[config.mk]
export PLATFORM = sky130hd
export DESIGN_NAME = shift_76_line_buffer_flat
export DESIGN_NICKNAME = d
export VERILOG_FILES = /design/src/rtl/shift_76_line_buffer_if.sv /design/src/rtl/shift_76_line_buffer.sv /design/src/flat_wrapper.sv
export SDC_FILE = /design/constraint.sdc
export NUM_CORES = 2
export LEC_CHECK = 0
export CORE_MARGIN = 3
export CORE_UTILIZATION = 30
export CTS_BUF_LIST = sky130_fd_sc_hd__clkbuf_16
export CTS_CLUSTER_SIZE = 24
export DETAILED_ROUTE_END_ITERATION = 6
export GPL_ROUTABILITY_DRIVEN = 0
export PLACE_DENSITY_LB_ADDON = 0.05
export SYNTH_ARGS = -nofsm -noshare
export SYNTH_HDL_FRONTEND = slang
export SYNTH_SLANG_ARGS = --single-unit
[constraint.sdc]
create_clock -name clk -period 5.5 [get_ports clk]
set_input_delay 1.1 -clock clk [delete_from_list [all_inputs] [get_ports clk]]
set_output_delay 1.1 -clock clk [all_outputs]
set_load 0.05 [all_outputs]
[src/rtl/shift_76_line_buffer_if.sv]
`default_nettype none
// ============================================================================
// Module      : shift_76_line_buffer_if
// Description : Access bus of the 76 x 32-bit line buffer. It carries the
//               write/read request, the word address and data, and returns
//               the previous word content and the ready flag.
// Ports       : write_en (req), wr_addr[6:0], wr_data[31:0] -> buffer
//               rd_data[31:0], ready                          <- buffer
// Revision    : 1.0 - initial release
// ============================================================================
interface shift_76_line_buffer_if;
  logic        write_en;
  logic [6:0]  wr_addr;
  logic [31:0] wr_data;
  logic [31:0] rd_data;
  logic        ready;

  // Client side: issues requests, receives previous contents.
  modport master (
    output write_en,
    output wr_addr,
    output wr_data,
    input  rd_data,
    input  ready
  );

  // Buffer side.
  modport slave (
    input  write_en,
    input  wr_addr,
    input  wr_data,
    output rd_data,
    output ready
  );
endinterface
`default_nettype wire

[src/rtl/shift_76_line_buffer.sv]
`default_nettype none
// ============================================================================
// Module      : shift_76_line_buffer
// Description : Addressed 76-entry x 32-bit line buffer. Each accepted write
//               stores wr_data at wr_addr and returns (one clock later) the
//               word previously held there, so a circular address sweep gives
//               a fixed-length delay line. After reset the storage is cleared
//               one word per cycle, then ready is raised.
// Ports       : clk    - clock, rising edge
//               reset  - asynchronous, active-high reset
//               bus    - slave side of shift_76_line_buffer_if
//                        (write_en, wr_addr, wr_data in; rd_data, ready out)
// Revision    : 1.0 - initial release
// ============================================================================
module shift_76_line_buffer (
  input  wire                          clk,
  input  wire                          reset,
  shift_76_line_buffer_if.slave        bus
);

  localparam int        DEPTH     = 76;
  localparam logic [6:0] LAST_ADDR = 7'(DEPTH - 1);

  typedef enum logic [0:0] {
    S_INIT = 1'b0,
    S_RUN  = 1'b1
  } state_t;

  state_t      state_q, state_d;
  logic [6:0]  cnt_q, cnt_d;
  logic [31:0] rd_data_q;
  logic        clr_en;
  logic        acc_en;
  logic        in_range;

  logic [31:0] memory [0:DEPTH-1];

  // --------------------------------------------------------------------------
  // State register
  // --------------------------------------------------------------------------
  always_ff @(posedge clk or posedge reset) begin
    if (reset) begin
      state_q <= S_INIT;
      cnt_q   <= 7'd0;
    end else begin
      state_q <= state_d;
      cnt_q   <= cnt_d;
    end
  end

  // --------------------------------------------------------------------------
  // Next state: INIT clears word cnt_q each cycle; the edge that clears the
  // last word also moves to RUN, so ready is seen the cycle after edge 76.
  // --------------------------------------------------------------------------
  always_comb begin
    state_d = state_q;
    cnt_d   = cnt_q;
    clr_en  = 1'b0;
    case (state_q)
      S_INIT: begin
        clr_en = 1'b1;
        if (cnt_q == LAST_ADDR) begin
          state_d = S_RUN;
        end else begin
          cnt_d = cnt_q + 7'd1;
        end
      end
      S_RUN: begin
        state_d = S_RUN;
      end
      default: begin
        state_d = S_INIT;
        cnt_d   = 7'd0;
      end
    endcase
  end

  assign in_range = (bus.wr_addr <= LAST_ADDR);
  // Requests are only honoured in RUN; write_en during init is ignored.
  assign acc_en   = bus.write_en && (state_q == S_RUN);

  // --------------------------------------------------------------------------
  // Storage. Not reset; it is scrubbed by the init sweep instead. Holding
  // reset high blocks writes so an edge coinciding with reset is discarded.
  // --------------------------------------------------------------------------
  always_ff @(posedge clk) begin
    if (!reset) begin
      if (clr_en) begin
        memory[cnt_q] <= 32'd0;
      end else if (acc_en && in_range) begin
        memory[bus.wr_addr] <= bus.wr_data;
      end
    end
  end

  // --------------------------------------------------------------------------
  // Read-before-write: the nonblocking write above means this samples the
  // old contents on the same edge. Out-of-range accesses return zero.
  // --------------------------------------------------------------------------
  always_ff @(posedge clk or posedge reset) begin
    if (reset) begin
      rd_data_q <= 32'd0;
    end else if (acc_en) begin
      rd_data_q <= in_range ? memory[bus.wr_addr] : 32'd0;
    end
  end

  assign bus.rd_data = rd_data_q;
  assign bus.ready   = (state_q == S_RUN);

endmodule
`default_nettype wire

[src/flat_wrapper.sv]
// flat-port wrapper written by rule: the top's interface ports become plain ports
module shift_76_line_buffer_flat 
  (clk, reset, bus_write_en, bus_wr_addr, bus_wr_data, bus_rd_data, bus_ready);
  shift_76_line_buffer_if bus_i ();
  input  wire clk;
  input  wire reset;
  input wire logic [$bits(bus_i.write_en)-1:0] bus_write_en;
  input wire logic [$bits(bus_i.wr_addr)-1:0] bus_wr_addr;
  input wire logic [$bits(bus_i.wr_data)-1:0] bus_wr_data;
  output wire logic [$bits(bus_i.rd_data)-1:0] bus_rd_data;
  output wire logic [$bits(bus_i.ready)-1:0] bus_ready;
  assign bus_i.write_en = bus_write_en;
  assign bus_i.wr_addr = bus_wr_addr;
  assign bus_i.wr_data = bus_wr_data;
  assign bus_rd_data = bus_i.rd_data;
  assign bus_ready = bus_i.ready;
  shift_76_line_buffer u_core (.clk(clk), .reset(reset), .bus(bus_i));
endmodule
# == After elaboration in Yosys (flattened, before gate mapping) ==
# Memories as Yosys holds them, arrays and structs flattened.
# Index checks and enable logic that the tools add are counted.
# word_totals
wordCells,26
ramBits,2432
memories,1
ff_bits,40
input_bits,42
out_inout_bits,33
# memory_table
name,depth,word_bits,rd,rd_ports_with_merged_regs,wr,line,source
u_core.memory,76,32,1,0,1,shift_76_line_buffer.sv:36,logic [31:0] memory [0:DEPTH-1];
# classes
magnitude_cmp,1
n_reduce_logical,4
n_eq_ne,1
bitwise,2
muxes,13
addsub,1
# op_table
operator,count
$mux 32,2
$reduce_or 32->1,1
$mux 1,9
$add 7x1->7 const B,1
$eq 7x7->1 const B,1
$le 7x7->1 const B,1
$mux 7,1
$logic_and 1x1->1,2
$not 1->1,2
$pmux 1 s2,1
$reduce_and 2->1,1

# == Depth between registers and ports, before layout ==
# logic_depth
word_depth,8
depth_mapped,11
depth_no_buf,5

# == Worst setup path after synthesis ==
# Ideal clock, no wire load.
# synth_path
kind,input to register
from,input bus_wr_addr[2]
to,memory u_core.memory[38][0] (enable)
stages,5
setup_ns,0.461
t_arrival_ns,5.003
required_time_ns,5.039
path_buffers,0
setup_slack_ns,0.036
cell_sequence,a211o_1 -> a211oi_4 -> mux2i_1 -> nand4_1 -> nor3_1
# synth_between
elab_chain_cells,8
word_cells_on_any_way,9
classes_between,1 x order compare; 6 x mux; 2 x reduce/logical
# synth_lines
item,line,source
start: declaration,flat_wrapper.sv:8,input wire logic [$bits(bus_i.wr_addr)-1:0] bus_wr_addr;
$le 7x7->1,shift_76_line_buffer.sv:78,assign in_range = (bus.wr_addr <= LAST_ADDR);
$logic_and 1x1->1,shift_76_line_buffer.sv:90,end else if (acc_en && in_range) begin
$mux 1,shift_76_line_buffer.sv:90,
$mux 1,shift_76_line_buffer.sv:88,if (clr_en) begin
$mux 1,shift_76_line_buffer.sv:87,if (!reset) begin
$mux 1 (not written as such),shift_76_line_buffer.sv:91,memory[bus.wr_addr] <= bus.wr_data;
$reduce_or 32->1 (no line),n/a,
$mux 7 (no line) / $mux 1 (equally long branches),n/a,
end: declaration,shift_76_line_buffer.sv:36,
# Several ways; a longest one is shown, not always the timed one.

# == Final worst setup path ==
# layout_path
from,input bus_wr_addr[6]
to,memory u_core.memory[67][7] (enable)
# The elaborated chain is that of the path after synthesis.

==> metrics.csv <==
metric,value,unit
synth_edf_count,2432,
min_path_type,reg2reg,
postSynthAreaPerCell,22.2,um2
syn_area,94800,um2
antenna_found_initial,41,
violations,capacitance limit,
area_growth,19.6,%
fmax,0.245,GHz
setup_viol,0,
holdWs,0.507,ns
yosysWarningCount,0,
dieArea,323000,um2
finalCritPeriodShare,74.1,%
drcViolationCount,0,
grt_first_pass_wirelength,438,mm
cellPowerDensity,359,nW/um2
drive_above_1_share,29.2,%
die_y,568,um
skew,0.0401,ns
async_flop_share,1.62,%
synth-seq-cells,2472,
first_pass_iters,6,
avgRoutedWirePerCell,35.4,um
root_buffer,clkbuf_16,
start_util,30.3,%
relSlewSlack,0.962,%
seq_area_frac_synth,78.1,%
ios,75,
die_w,568,um
viasPerCell,5.11,
worst-endpoint-required,6.04,ns
cp_max_fo,19,
drv_slew,0,
post_cts_buffers,0,
cts_tree,built,
cts_made_buffers,295,
drt_iter0_drc,4738,
grt_max_degree,79,
yosys_most_used_dff,edfxtp_1,
nets,4768,
ir_drop,0.226,mV
clk_pin_slew_worst_paths,0.06,ns
start_kind,primary input,
cts_sinks,2472,
syn_inst,4264,
antenna_left,0,
p_leak,30.4,nW
clockBufferDepth,4,
htreeDepth,5,
clk_latency,0.89,ns
synth_cell_type_count,62,
hold_viol_final,0,
grt_remaining_overflow,0,
r2r_end,u_core.memory[67][7]$_DFFE_PP_,
arrival,4.61,ns
rr_startpoint,u_core.bus.ready$_DFF_PP0_,
grt_pass1_vias,47800,
core,313000,um2
port_buffers,74,
tightest_slew,1.45,ns
cts_hold_buf,0,
ctsResizeCount,0,
fin_crit,4.07,ns
route.vias.total,46600,
worst-r2r-cell-count,6,
cp-end-kind,flop,
crit_end,u_core.memory[67][7]$_DFFE_PP_,
critPathLaunch,bus_wr_addr[6],
routed_wl,323,mm
rsz0062_at_grt,false,
outcome,"finished, violations left",
syn_nets,4307,
grt_use_total,19.8,%
drv_cap,1,
dp_hpwl,206,mm
rrSetupSlack,1.79,ns
worstSetupPathType,in2reg,
finalSetupTns,0,ns
rows,205,
## cell usage in the layout (no fill, tap or decap), drive strengths merged, types with 11 or more instances in the layout
cell type	Yosys	layout
and2	38	38
mux2	18	18
bufinv	0	29
a211o	12	12
diode	0	19
dfrtp	40	40
o211ai	11	11
buf	116	324
a21oi	61	61
nand2	114	114
a221oi	17	17
nor3	15	15
nor2	129	129
a2111oi	17	17
o22ai	49	49
a31oi	19	19
o21ai	13	13
inv	8	91
clkinv	1	112
clkdlybuf4s50	0	68
a22oi	62	62
edfxtp	2432	2432
o221ai	16	16
and3	12	12
nor4	12	12
mux4	566	566
a22o	18	18
nand3	31	31
clkbuf	112	299
mux2i	238	238
## worst max-delay path, cell delays in order
cell and delay, ns:
clkdlybuf4s50_1 0.69, a211oi_4 0.79, mux2_2 0.46, or4_1 0.96
nor2_4 0.23, buf_4 0.33
## synthesized netlist by cell type (11+ instances only)
| library cell | instances | area [um2] |
|---|---|---|
| a21oi_1 | 61 | 305 |
| clkbuf_1 | 112 | 420 |
| a211o_1 | 12 | 105 |
| buf_4 | 33 | 248 |
| o21ai_0 | 13 | 65.1 |
| buf_2 | 54 | 270 |
| o221ai_1 | 16 | 140 |
| edfxtp_1 | 2432 | 73000 |
| mux2_2 | 18 | 203 |
| a22o_1 | 18 | 158 |
| buf_1 | 24 | 90.1 |
| nand2_1 | 114 | 428 |
| mux2i_1 | 238 | 2380 |
| nand3_1 | 31 | 155 |
| mux4_2 | 566 | 12700 |
| nor4_1 | 12 | 75.1 |
| nor3_1 | 15 | 75.1 |
| a2111oi_0 | 17 | 149 |
| dfrtp_1 | 40 | 1000 |
| a22oi_1 | 62 | 465 |
| and2_1 | 36 | 225 |
| a31oi_1 | 19 | 119 |
| and3_1 | 12 | 75.1 |
| o211ai_1 | 11 | 82.6 |
| a221oi_1 | 17 | 149 |
| o22ai_1 | 49 | 307 |
| nor2_1 | 121 | 454 |
## metal layers
metal / global-route usage [%] / vias up / routed length [um]
li1: - / 19100 / -
met1: 29.0 / 25800 / 150000
met2: 31.4 / 1250 / 152000
met3: 2.31 / 370 / 13600
met4: 5.07 / 0 / 8200
met5: 0 / - / 0
## layout make-up
class | instances | area [um2]
Antenna cell | 19 | 47.5
Clock buffer | 299 | 7480
Clock inverter | 233 | 2040
Fill cell | 28600 | 200000
Inverter | 9 | 41.3
Multi-Input combinational cell | 1555 | 20300
Sequential cell | 2472 | 74000
Tap cell | 4140 | 5180
Timing Repair Buffer | 392 | 4300
## state kept, by name, indices dropped and copies added (netlist names)
name / flops
u_core.cnt_q: 7
u_core.memory: 2432
u_core.bus.rd_data: 32
u_core.bus.ready: 1
## how the worst min path moves through the flow
stage / end / from / depth (start not counted)
2_1_floorplan: u_core.cnt_q[6]$_DFFE_PP0P_ / u_core.cnt_q[6]$_DFFE_PP0P_ / 1
3_3_place_gp: u_core.cnt_q[6]$_DFFE_PP0P_ / u_core.cnt_q[6]$_DFFE_PP0P_ / 1
3_5_place_dp: u_core.cnt_q[6]$_DFFE_PP0P_ / u_core.cnt_q[6]$_DFFE_PP0P_ / 1
4_1_cts: u_core.cnt_q[6]$_DFFE_PP0P_ / u_core.cnt_q[6]$_DFFE_PP0P_ / 1
5_1_grt: u_core.cnt_q[2]$_DFFE_PP0P_ / u_core.cnt_q[2]$_DFFE_PP0P_ / 1
6_report: u_core.cnt_q[6]$_DFFE_PP0P_ / u_core.cnt_q[6]$_DFFE_PP0P_ / 1
## power breakdown
group	switching, mW	internal, mW
Sequential	0	20.4
Clock	7.99	11.3
Combinational	0.725	0.383
Total	8.71	32.1
## per-stage QoR
stage	util, %	instances	cell area (um2)	power [mW]	setup WS (ns)
2_1_floorplan	-	4264	94800	21.4	0.0358
3_3_place_gp	33.1	8566	104000	21.9	0.561
3_5_place_dp	33.2	8567	104000	21.9	0.543
4_1_cts	36.2	9099	113000	41.3	1.51
5_1_grt	36.2	9101	113000	42.1	1.38
6_report	36.2	9119	113000	40.8	1.43
## cells by family after synthesis
kind of cell,count (synthesis),share of synthesized area [%]
buffers and inverters,237,1.18
muxes,822,16.2
and+or+nand+nor,397,1.98
DFF,2472,78.1
AOI/OAI and AO/OA,329,2.50
adders and majority gates,1,0.0132
xor gates and xnor gates,6,0.0554
Note: power is estimated with default switching activity, not from simulation.
